### src/rtl/shift_ctrl_pkg.sv
// Shared types for the shift register sequencer: state encoding and counter sizing.
package shift_ctrl_pkg;

  typedef enum logic [2:0] {
    IDLE    = 3'd0,
    SHIFT   = 3'd1,
    GAP     = 3'd2,
    CAPTURE = 3'd3,
    DONE    = 3'd4
  } state_e;

  // Bit counter must be able to represent the full word width.
  function automatic int bit_cnt_w(input int width);
    return $clog2(width + 1);
  endfunction

endpackage

### src/rtl/shift_register_ctrl_gap_timer.sv
// Loadable down-counter that times the idle cycles between shift pulses.
// Saturates at zero so a full-scale load never wraps.
module gap_timer #(
  parameter int W = 8
) (
  input  logic         clk,
  input  logic         reset,
  input  logic         load,
  input  logic [W-1:0] load_val,
  input  logic         dec,
  output logic         expire
);

  logic [W-1:0] count_q;
  logic [W-1:0] count_d;

  // Load takes priority; decrement stops at zero.
  always_comb begin
    count_d = count_q;
    if (load) begin
      count_d = load_val;
    end else if (dec && (count_q != '0)) begin
      count_d = count_q - W'(1);
    end
  end

  // Counter register with synchronous active-low reset.
  always_ff @(posedge clk) begin
    if (!reset) begin
      count_q <= '0;
    end else begin
      count_q <= count_d;
    end
  end

  assign expire = (count_q == W'(1));

endmodule

### src/rtl/shift_register_ctrl.sv
// Sequencer for one serial-in shift register.
//
//   state   | meaning
//   IDLE    | waiting for a word, in_ready high
//   SHIFT   | one shift pulse presented to the register
//   GAP     | idle cycles between pulses, data held
//   CAPTURE | sample the register after the final shift
//   DONE    | captured word offered on the result port
module shift_register_ctrl
  import shift_ctrl_pkg::*;
#(
  parameter int WIDTH     = 8,
  parameter int DIV_W     = 8,
  parameter bit MSB_FIRST = 1'b1
) (
  input  logic             clk,
  input  logic             reset,
  input  logic             in_valid,
  output logic             in_ready,
  input  logic [WIDTH-1:0] in_word,
  input  logic [DIV_W-1:0] div,
  output logic             sr_data,
  output logic             sr_shift_enable,
  input  logic [WIDTH-1:0] sr_q,
  output logic             out_valid,
  input  logic             out_ready,
  output logic [WIDTH-1:0] out_word,
  output logic             busy
);

  localparam int CNT_W = bit_cnt_w(WIDTH);

  state_e             state_q, state_d;
  logic [WIDTH-1:0]   word_q, word_d;
  logic [DIV_W-1:0]   div_q, div_d;
  logic [CNT_W-1:0]   bit_cnt_q, bit_cnt_d;
  logic               sr_data_q, sr_data_d;
  logic               sr_shift_enable_q, sr_shift_enable_d;
  logic               out_valid_q, out_valid_d;
  logic [WIDTH-1:0]   out_word_q, out_word_d;
  logic               gap_load, gap_dec, gap_expire;
  logic               accept;

  // word_q always holds the bits still to be sent with the next one at its head.
  function automatic logic head_bit(input logic [WIDTH-1:0] w);
    return MSB_FIRST ? w[WIDTH-1] : w[0];
  endfunction

  function automatic logic [WIDTH-1:0] drop_head(input logic [WIDTH-1:0] w);
    return MSB_FIRST ? {w[WIDTH-2:0], 1'b0} : {1'b0, w[WIDTH-1:1]};
  endfunction

  gap_timer #(.W(DIV_W)) u_gap_timer (
    .clk      (clk),
    .reset    (reset),
    .load     (gap_load),
    .load_val (div_q),
    .dec      (gap_dec),
    .expire   (gap_expire)
  );

  // State and datapath registers; reset aborts any word in flight.
  always_ff @(posedge clk) begin
    if (!reset) begin
      state_q           <= IDLE;
      word_q            <= '0;
      div_q             <= '0;
      bit_cnt_q         <= '0;
      sr_data_q         <= 1'b0;
      sr_shift_enable_q <= 1'b0;
      out_valid_q       <= 1'b0;
      out_word_q        <= '0;
    end else begin
      state_q           <= state_d;
      word_q            <= word_d;
      div_q             <= div_d;
      bit_cnt_q         <= bit_cnt_d;
      sr_data_q         <= sr_data_d;
      sr_shift_enable_q <= sr_shift_enable_d;
      out_valid_q       <= out_valid_d;
      out_word_q        <= out_word_d;
    end
  end

  // Next-state logic.
  always_comb begin
    state_d = state_q;
    unique case (state_q)
      IDLE:    if (accept) state_d = SHIFT;
      SHIFT: begin
        if (bit_cnt_q == CNT_W'(WIDTH - 1)) state_d = CAPTURE;
        else if (div_q == '0)               state_d = SHIFT;
        else                                state_d = GAP;
      end
      GAP:     if (gap_expire) state_d = SHIFT;
      CAPTURE: state_d = DONE;
      DONE:    if (out_ready) state_d = IDLE;
      default: state_d = IDLE;
    endcase
  end

  // Registered outputs are computed from the next state so they line up with it.
  always_comb begin
    word_d            = word_q;
    div_d             = div_q;
    bit_cnt_d         = bit_cnt_q;
    sr_data_d         = sr_data_q;
    out_word_d        = out_word_q;
    sr_shift_enable_d = (state_d == SHIFT);
    out_valid_d       = (state_d == DONE);
    gap_load          = (state_q == SHIFT) && (state_d == GAP);
    gap_dec           = (state_q == GAP);

    if (accept) begin
      div_d     = div;
      bit_cnt_d = '0;
      sr_data_d = head_bit(in_word);
      word_d    = drop_head(in_word);
    end else if (state_d == SHIFT) begin
      sr_data_d = head_bit(word_q);
      word_d    = drop_head(word_q);
    end

    if (state_q == SHIFT) bit_cnt_d = bit_cnt_q + CNT_W'(1);
    if (state_q == CAPTURE) out_word_d = sr_q;
  end

  // Handshake and status outputs.
  always_comb begin
    in_ready = reset && (state_q == IDLE);
    accept   = in_valid && in_ready;
    busy     = (state_q != IDLE);
  end

  assign sr_data         = sr_data_q;
  assign sr_shift_enable = sr_shift_enable_q;
  assign out_valid       = out_valid_q;
  assign out_word        = out_word_q;

endmodule

### config.mk
export PLATFORM = sky130hd
export DESIGN_NAME = shift_register_ctrl
export DESIGN_NICKNAME = d
export VERILOG_FILES = /design/src/rtl/shift_ctrl_pkg.sv /design/src/rtl/shift_register_ctrl_gap_timer.sv /design/src/rtl/shift_register_ctrl.sv
export SDC_FILE = /design/constraint.sdc
export NUM_CORES = 1
export LEC_CHECK = 0
export ABC_AREA = 0
export CAP_MARGIN = 0
export CORE_AREA = 2 2 80 82
export CTS_BUF_LIST = sky130_fd_sc_hd__clkbuf_8
export CTS_CLUSTER_SIZE = 12
export DETAILED_ROUTE_END_ITERATION = 8
export DIE_AREA = 0 0 82 84
export PLACE_DENSITY = 0.64
export SETUP_SLACK_MARGIN = 0.4
export SYNTH_ARGS = -nofsm -noshare
export SYNTH_HDL_FRONTEND = slang
export SYNTH_SLANG_ARGS = --single-unit
### constraint.sdc
create_clock -name clk -period 2.1 [get_ports clk]
set_input_delay 0.42 -clock clk [delete_from_list [all_inputs] [get_ports clk]]
set_output_delay 0.42 -clock clk [all_outputs]
set_load 0.005 [all_outputs]
==> flow_summary.yaml, run 1 <==
outcome:
  status: "complete, no violations"
pwr:
  power_frac_comb_pct: 25.6
  totalPowerFinal_mw: 2.05
  power_leakage_nw: 1.22
  p_int_mw: 1.46
  pwr-share-seq_pct: 42.6
  clock_power_share_pct: 31.8
  swShare_pct: 28.7
  peakVddDrop_mv: 0.302
  p_switching_mw: 0.589
  power_density_nw_per_um2: 690
floorplan:
  fp.dieW_um: 82
  die_h_um: 84
  io_pins: 41
  die-area_sq_um: 6890
  rows: 29
  coreArea_sq_um: 6100
  start_util_pct: 33.3
cts:
  cts_inserted_buffers: 5
  root_buffer: "clkbuf_8"
  cts.sinks: 41
  clockBufferDepth: 2
  hold_buffers: 0
  clk_pin_slew_ps: 90
  tritoncts: "built"
  h-tree-depth: 2
  clock_latency_ps: 300
synthesis:
  synth_edf_count: 0
  ys_types: 49
  synth.area.top_cells: "dfxtp_1, nor2_1, nand2_1, nand3_1, mux2i_1"
  synth_top_cell_by_area: "dfxtp_1"
  syn-mean-instance-area_sq_um: 8.85
  ys_top_cells_by_count: "dfxtp_1, nor2_1, nand2_1"
  async_flop_share_pct: 0
  yosysSeqAreaShare_pct: 40.5
  synth_nets: 260
  netlist.area_leader.share_pct: 40.5
  ys.flop_type: "dfxtp_1"
  synth.most_common_cell: "dfxtp_1"
  synthesis.area_sq_um: 2030
  postSynthCellCount: 229
  synth-seq-cells: 41
  ys.warnings.count: 0
sta:
  relSlewSlack_pct: 61.5
  grt_setup_unrepaired: "yes"
  finalCriticalPeriod_ps: 1780
  fin_skew_ps: 4.43
  setup_tns_ps: 0
  period_share_pct: 84.7
  fmax_ghz: 0.562
  fin_ws_ps: 321
  hold_viol: 0
  drv_slew: 0
  final-setup-viol-count: 0
  holdWs_ps: 476
  worst_pin_slew_ps: 576
hold_path:
  hp-class: "flip-flop to flip-flop"
route:
  first_pass_iters: 4
  wl_mm: 5.06
  dr_total_vias: 1928
  drtIter0Drc: 127
  wl_per_cell_um: 13.3
  vias_per_cell: 5.07
  drc: 0
  ant_nets: 0
critical_path:
  arrival_ps: 1970
  required_ps: 2290
  worst-setup-path-type: "flip-flop to flip-flop"
  crit_fanout: 8
  endpoint_kind: "flip-flop"
  cp-start-kind: "flip-flop"
final_layout:
  final_cells: 380
  drive_gt1_share_pct: 28.1
  fill_cells: 574
  n_antenna_cell: 0
  layout.area.seq_sq_um: 842
  finalNetCount: 333
  multi_input_area_sq_um: 1200
  area_delta_synth_final_pct: 46.8
global_route:
  grt_pass1_vias: 1763
  antenna_found_initial: 0
  grt_overflow: 0
  grt_usage_pct: 14.9
  grt_pass1_wl_mm: 8.14
  grt_max_degree: 23
job:
  cap_violations: 0
placement:
  pre_cts_slack_ps: 79.0
  place_inst: 348
  gp_congestion: 0.811
  port_buffers: 40
  post-dp-hpwl_mm: 3.29
## final cells by class
type	instances	share of cell area, %
repair buffers	78	23.6
clock inverters	3	1.47
well taps	77	3.24
multi-input cells	171	40.5
flip-flops and latches	41	28.3
clock buffers	5	2.31
inverters	5	0.631
## cells in the final DEF, fill, tap and decap left out, types with 2 or more instances in the layout
cell	instances
clkdlybuf4s50_1	38
nor2_1	33
nand2_1	32
dfxtp_1	32
buf_4	32
nand3_1	19
mux2i_1	9
a21oi_1	9
buf_6	6
inv_1	5
dfxtp_2	5
clkbuf_8	5
nor4_4	4
a221o_1	4
o211ai_1	4
dfxtp_4	4
nand3b_1	3
or3b_4	3
nor3_1	3
a31oi_4	3
a31oi_1	3
o21ai_0	3
o22ai_1	2
a21oi_2	2
o21a_1	2
o21ai_1	2
## per-layer routing
| metal | part of all wire (%) | wire, um | vias up | global-route usage [%] |
|---|---|---|---|---|
| li1 | - | - | 959 | - |
| met1 | 44 | 2250 | 898 | 19.0 |
| met4 | 1.4 | 73 | 0 | 4.70 |
| met5 | 0 | 0 | - | 0 |
| met3 | 4.8 | 245 | 5 | 2.92 |
| met2 | 49 | 2500 | 66 | 24.8 |
## state kept, by name, summed over array words and instances, names as in the netlist
| name | count |
|---|---|
| word_q | 7 |
| out_valid | 1 |
| state_q | 3 |
| div_q | 8 |
| bit_cnt_q | 4 |
| sr_data | 1 |
| out_word | 8 |
| sr_shift_enable | 1 |
| u_gap_timer.count_q | 8 |
## worst paths after layout
path                     start           end  slack (ps)  depth (start not counted)
setup / recovery    state_q[2]     word_q[2]         320                          6
hold / removal    bit_cnt_q[3]  bit_cnt_q[3]         480                          1
setup reg to reg    state_q[2]     word_q[2]         320                          6
hold reg to reg   bit_cnt_q[3]  bit_cnt_q[3]         480                          1
## repair_timing
action,CTS,global route
pin swaps,11,11
cloned,1,0
endpoints found under the setup margin,18,24
gates resized for setup,20,18
setup buffers,13,10
## worst max-delay path: stages, from the launching register on
cell and delay (ps):
dfxtp_4 370, or3b_4 450, a31oi_4 200, nor3b_4 70, buf_6 140, and2_4 160
a221o_1 280
## kinds of logic after synthesis
| group | count (synthesis) | synth area share (%) |
|---|---|---|
| simple gates | 110 | 28.5 |
| compound gates | 47 | 19.1 |
| flops | 41 | 40.5 |
| buf+inv | 18 | 5.19 |
| mux | 9 | 4.44 |
| fa+ha+maj | 3 | 1.85 |
| xor+xnor | 1 | 0.432 |
## metrics by stage
stage / utilization, % / instance area, sq um
finish: 48.8 / 2980
CTS: 46.5 / 2840
global placement: 42.0 / 2560
global route: 48.8 / 2980
floorplan: - / 2040
detailed placement: 42.0 / 2560
## power groups by stage
stage,combinational [mW],sequential [mW],clock [mW]
2_1_floorplan,0.268,0.881,0
3_3_place_gp,0.405,0.889,0
3_5_place_dp,0.407,0.891,0
4_1_cts,0.464,0.873,0.667
5_1_grt,0.571,0.881,0.699
6_report,0.525,0.875,0.654
Power figures use the tool's default switching activity.
==> run 2, diff against run 1 <==
--- a/config.mk
+++ b/config.mk
@@ -12,7 +12,7 @@
 export CTS_CLUSTER_SIZE = 12
 export DETAILED_ROUTE_END_ITERATION = 8
 export DIE_AREA = 0 0 82 84
-export PLACE_DENSITY = 0.64
+export PLACE_DENSITY = 0.66
 export SETUP_SLACK_MARGIN = 0.4
 export SYNTH_ARGS = -nofsm -noshare
 export SYNTH_HDL_FRONTEND = slang
==> constraint.sdc (replaced) <==
create_clock -name clk -period 1.5 [get_ports clk]
set_input_delay 0.3 -clock clk [delete_from_list [all_inputs] [get_ports clk]]
set_output_delay 0.3 -clock clk [all_outputs]
set_load 0.005 [all_outputs]
==> run 2 against run 1 <==
Against the previous run:
- the flow now finishes with violations (setup timing)
- clock skew is 4.6 ps higher
- combinational power is 72% higher
- critical endpoint is now word_q[5]
- non-clock buffer count is 38 higher
- critical path depth stayed put
- clock-buffer cell count stayed put
==> flow_summary.yaml, run 2 (same netlist as run 1, synthesis figures left out) <==
floorplan:
  die_h_um: 84
  io_pins: 41
  fp.dieW_um: 82
  rows: 29
  coreArea_sq_um: 6100
  die-area_sq_um: 6890
  start_util_pct: 33.3
route:
  dr_total_vias: 2051
  drc: 0
  first_pass_iters: 4
  wl_per_cell_um: 12.9
  wl_mm: 5.38
  ant_nets: 0
  drtIter0Drc: 71
  vias_per_cell: 4.91
sta:
  finalCriticalPeriod_ps: 1800
  relSlewSlack_pct: 67.6
  period_share_pct: 120
  fin_skew_ps: 9.04
  worst_pin_slew_ps: 484
  grt_setup_unrepaired: "yes"
  drv_slew: 0
  final-setup-viol-count: 30
  holdWs_ps: 486
  setup_tns_ps: -4220
  fin_ws_ps: -296
  fmax_ghz: 0.557
  hold_viol: 0
final_layout:
  multi_input_area_sq_um: 1270
  n_antenna_cell: 0
  fin_util_pct: 55.0
  drive_gt1_share_pct: 46.9
  final_common_cell: "buf_4"
  area_delta_synth_final_pct: 65.3
  layout.area.seq_sq_um: 848
  fill_cells: 553
  final_cell_area_sq_um: 3350
  finalNetCount: 371
  final_cell_mix: "buf_4, nor2_1, clkdlybuf4s50_1"
critical_path:
  cp_slowest_cell: "or3b_4"
  crit_path_end: "word_q[5]"
  slowest_delay_ps: 460
  crit_fanout: 8
  rr_worst_depth: 6
  worst-setup-path-type: "flip-flop to flip-flop"
  worstPathCellList: "or3b_4 > a31oi_4 > nor3b_4 > buf_6 > and2_4 > a221o_1"
  rrSetupSlack_ps: -300
  worstSetupStartpoint: "state_q[2]"
  cp-start-kind: "flip-flop"
  required_ps: 1690
  r2r-end: "word_q[5]"
  arrival_ps: 1990
  timing.rr.start: "state_q[2]"
  endpoint_kind: "flip-flop"
cts:
  h-tree-depth: 2
  root_buffer: "clkbuf_8"
  clock_latency_ps: 300
  tritoncts: "built"
  clk_pin_slew_ps: 90
  clockBufferDepth: 2
  cts_inserted_buffers: 5
  hold_buffers: 0
  cts.sinks: 41
outcome:
  status: "complete, but fails checks"
  violations: "setup timing"
global_route:
  grt_overflow: 0
  grt_pass1_vias: 1959
  grt_usage_pct: 16.2
  grt_max_degree: 23
  antenna_found_initial: 0
  grt_pass1_wl_mm: 8.83
pwr:
  power_density_nw_per_um2: 900
  p_switching_mw: 0.864
  peakVddDrop_mv: 0.488
  power_frac_comb_pct: 29.9
  power_leakage_nw: 1.47
  swShare_pct: 28.6
  pwr-share-seq_pct: 39.9
  p_int_mw: 2.15
  clock_power_share_pct: 30.1
placement:
  pre_cts_slack_ps: -371
  post_dp_cell_area_sq_um: 2890
  gp_congestion: 0.774
  post-dp-hpwl_mm: 3.53
  port_buffers: 40
job:
  cap_violations: 0
hold_path:
  hp-class: "flip-flop to flip-flop"
run 2: changes by cell type in the layout (fill, tap and decap cells not counted), moves of 5 or more:
cell,before,now
nor2_1,33,28
nand2_1,32,24
buf_6,6,23
buf_2,0,14
dfxtp_1,32,25
buf_4,32,51
nand2_2,0,8
clkdlybuf4s50_1,38,26
dfxtp_2,5,13
run 2: per-stage QoR:
step                cells  power (mW)
floorplan             229        1.62
global placement      391        1.93
detailed placement    391        1.94
CTS                   408        2.97
global route          418        3.16
finish                418        3.01
run 2: final cells by class:
class	count	area share (%)
Timing Repair Buffer	116	29.9
Sequential cell	41	25.3
Clock inverter	3	1.38
Multi-Input combinational cell	171	37.9
Inverter	5	0.560
Tap cell	77	2.88
Clock buffer	5	2.05
run 2: routing by layer:
layer / GRT usage, % / wire length [um] / vias up / share of wire (%)
li1: - / - / 1036 / -
met1: 20.0 / 2420 / 960 / 45
met2: 27.6 / 2600 / 46 / 48
met3: 3.68 / 258 / 9 / 4.8
met4: 5.00 / 98 / 0 / 1.8
met5: 0 / 0 / - / 0
run 2: power by group through the flow:
stage               combinational (mW)  clock (mW)  sequential, mW
CTS                              0.831       0.931            1.21
finish                           0.903       0.908            1.20
global route                     0.975       0.976            1.21
global placement                 0.702           0            1.23
detailed placement               0.713           0            1.23
floorplan                        0.382           0            1.23
run 2: worst min path at each step:
stage	start	to	depth (start not counted)
3_3_place_gp	out_word[2]	out_word[2]	2
4_1_cts	out_word[0]	out_word[0]	2
2_1_floorplan	div[3]	div_q[3]	2
5_1_grt	out_word[0]	out_word[0]	2
3_5_place_dp	out_word[2]	out_word[2]	2
6_report	out_word[2]	out_word[2]	2
run 2: repair_timing:
action / 4_1_cts / 5_1_grt
gates cloned: 1 / 1
gates resized for setup: 112 / 14
setup endpoints to repair: 54 / 43
buffers inserted: 8 / 9
pin swaps: 22 / 8
run 2: worst max-delay path: cells and delay by family (launching register included):
family	cells	cell delay, ps
buf+inv	1	140
compound gates	2	490
simple gates	3	680
flops	1	370
==> run 3, diff against run 2 <==
--- a/config.mk
+++ b/config.mk
@@ -7,13 +7,14 @@
 export LEC_CHECK = 0
 export ABC_AREA = 0
 export CAP_MARGIN = 0
-export CORE_AREA = 2 2 80 82
+export CORE_AREA = 2 2 69 71
 export CTS_BUF_LIST = sky130_fd_sc_hd__clkbuf_8
 export CTS_CLUSTER_SIZE = 12
 export DETAILED_ROUTE_END_ITERATION = 8
-export DIE_AREA = 0 0 82 84
-export PLACE_DENSITY = 0.66
+export DIE_AREA = 0 0 71 73
+export PLACE_DENSITY = 0.8
 export SETUP_SLACK_MARGIN = 0.4
+export SKIP_LAST_GASP = 1
 export SYNTH_ARGS = -nofsm -noshare
 export SYNTH_HDL_FRONTEND = slang
 export SYNTH_SLANG_ARGS = --single-unit
==> constraint.sdc (replaced) <==
create_clock -name clk -period 2.2 [get_ports clk]
set_input_delay 0.44 -clock clk [delete_from_list [all_inputs] [get_ports clk]]
set_output_delay 0.44 -clock clk [all_outputs]
set_load 0.005 [all_outputs]
==> run 3 against run 2 <==
Against the previous run:
- the run now ends clean
- non-clock buffer count is 46 lower
- critical path type unchanged
- wire length decreased by 9.9%
- worst setup slack gained 700 ps
- critical path depth unchanged
- register-to-register slack better by 700 ps
- cell count fell by 17%
- highest routed layer unchanged
- combinational power shrank 48%
==> flow_summary.yaml, run 3 (same netlist as run 1, synthesis figures left out) <==
global_route:
  grt_pass1_wl_mm: 8.20
  grt_max_degree: 23
  grt_pass1_vias: 1828
  antenna_found_initial: 0
  grt_usage_pct: 20.0
  grt_overflow: 0
sta:
  drv_slew: 0
  worst_pin_slew_ps: 555
  final-setup-viol-count: 0
  relSlewSlack_pct: 62.9
  setup_tns_ps: 0
  grt_setup_unrepaired: "yes"
  fin_skew_ps: 2.87
  fmax_ghz: 0.557
  period_share_pct: 81.6
  fin_ws_ps: 405
  finalCriticalPeriod_ps: 1800
  hold_viol: 0
final_layout:
  final_cell_mix: "clkdlybuf4s50_1, dfxtp_1, nor2_1, nand2_1, buf_4"
  fill_cells: 374
  n_antenna_cell: 0
  final_cells: 347
  drive_gt1_share_pct: 23.9
  finalNetCount: 324
  area_delta_synth_final_pct: 40.3
  final_common_cell: "clkdlybuf4s50_1"
outcome:
  status: "complete, no violations"
pwr:
  peakVddDrop_mv: 0.384
  power_density_nw_per_um2: 665
  power_leakage_nw: 1.18
  totalPowerFinal_mw: 1.89
cts:
  cts.sinks: 41
  root_buffer: "clkbuf_8"
  cts_inserted_buffers: 5
  clock_latency_ps: 300
  clk_pin_slew_ps: 70
  tritoncts: "built"
  h-tree-depth: 2
  clockBufferDepth: 2
route:
  drtIter0Drc: 96
  drc: 0
  first_pass_iters: 4
  wl_mm: 4.85
  dr_total_vias: 1857
  vias_per_cell: 5.35
  wl_per_cell_um: 14.0
  ant_nets: 0
floorplan:
  rows: 25
  fp.dieW_um: 71
  start_util_pct: 44.7
  io_pins: 41
  die-area_sq_um: 5180
  coreArea_sq_um: 4540
  die_h_um: 73
critical_path:
  rrSetupSlack_ps: 400
  cp-start-kind: "flip-flop"
  arrival_ps: 1980
  worst-setup-path-type: "flip-flop to flip-flop"
  timing.rr.start: "state_q[2]"
  cp_slowest_cell: "dfxtp_4"
  slowest_delay_ps: 370
  rr_worst_depth: 6
  required_ps: 2390
  worstPathCellList: "or2b_4 > o31a_4 > nor3b_4 > buf_6 > and2_4 > a221o_1"
  endpoint_kind: "flip-flop"
  r2r-end: "word_q[6]"
  crit_fanout: 7
hold_path:
  worst_hold_path.endpoint: "bit_cnt_q[3]"
  holdPathStages: 1
  min_from: "bit_cnt_q[3]"
  hp-class: "flip-flop to flip-flop"
placement:
  port_buffers: 40
  post-dp-hpwl_mm: 3.21
  place_inst: 318
  pre_cts_slack_ps: 81.1
  gp_congestion: 0.846
job:
  cap_violations: 0
==> run 3: cell count changes in the layout (fill, tap and decap cells not counted), moves of 11 or more <==
cell / delta
buf_4: -23
buf_6: -22
buf_2: -14
clkdlybuf4s50_1: +11
==> run 3: worst max path at each step <==
| stage | endpoint | slack, ps | start |
|---|---|---|---|
| 6_report | word_q[6] | 400 | state_q[2] |
| 5_1_grt | word_q[6] | 360 | state_q[2] |
| 4_1_cts | busy | 400 | state_q[0] |
| 3_5_place_dp | in_ready | 80 | reset |
| 3_3_place_gp | in_ready | 90 | reset |
| 2_1_floorplan | word_q[5] | 410 | bit_cnt_q[0] |
==> run 3: stage by stage <==
| stage | hold WS, ps | util (%) | instance area [sq um] |
|---|---|---|---|
| 2_1_floorplan | 437 | - | 2030 |
| 3_3_place_gp | 450 | 54.7 | 2480 |
| 3_5_place_dp | 470 | 54.7 | 2480 |
| 5_1_grt | 507 | 62.7 | 2840 |
| 6_report | 485 | 62.7 | 2840 |
| 4_1_cts | 480 | 60.7 | 2760 |
==> run 3: layer usage <==
| layer | wire [um] | track usage [%] | vias to the layer above | share of wire, % |
|---|---|---|---|---|
| met5 | 0 | 0 | - | 0 |
| met3 | 228 | 4.70 | 9 | 4.7 |
| li1 | - | - | 935 | - |
| met2 | 2370 | 33.5 | 50 | 49 |
| met4 | 89 | 9.64 | 0 | 1.8 |
| met1 | 2160 | 24.2 | 863 | 45 |
==> run 3: critical path: cells and delay by family (launching register included) <==
family,cells,cell delay [ps]
buffers and inverters,1,130
AND/OR/NAND/NOR,3,590
AO/OA/AOI/OAI,2,590
flip-flops,1,370
==> run 3: layout make-up <==
type                       count  area, sq um  area share [%]
sequential                    41          838            29.5
clock inverter                 2         35.0            1.23
clock buffer                   5         68.8            2.42
timing repair buffer          70          642            22.6
tap                           54         67.6            2.38
multi-input combinational    170         1170            41.3
inverter                       5         18.8           0.660
==> run 3: power by group <==
part	total (mW)	switching (mW)	internal, mW	leakage [nW]
Clock	0.582	0.253	0.330	0.0540
Combinational	0.472	0.223	0.250	0.791
Sequential	0.836	0.0477	0.789	0.338
Total	1.89	0.523	1.37	1.18
==> run 3: what timing repair did <==
action | CTS | global route
hold buffers | 0 | 0
setup buffers | 17 | 5
endpoints found under the setup margin | 18 | 15
pin swaps | 8 | 6
gates resized for setup | 16 | 16
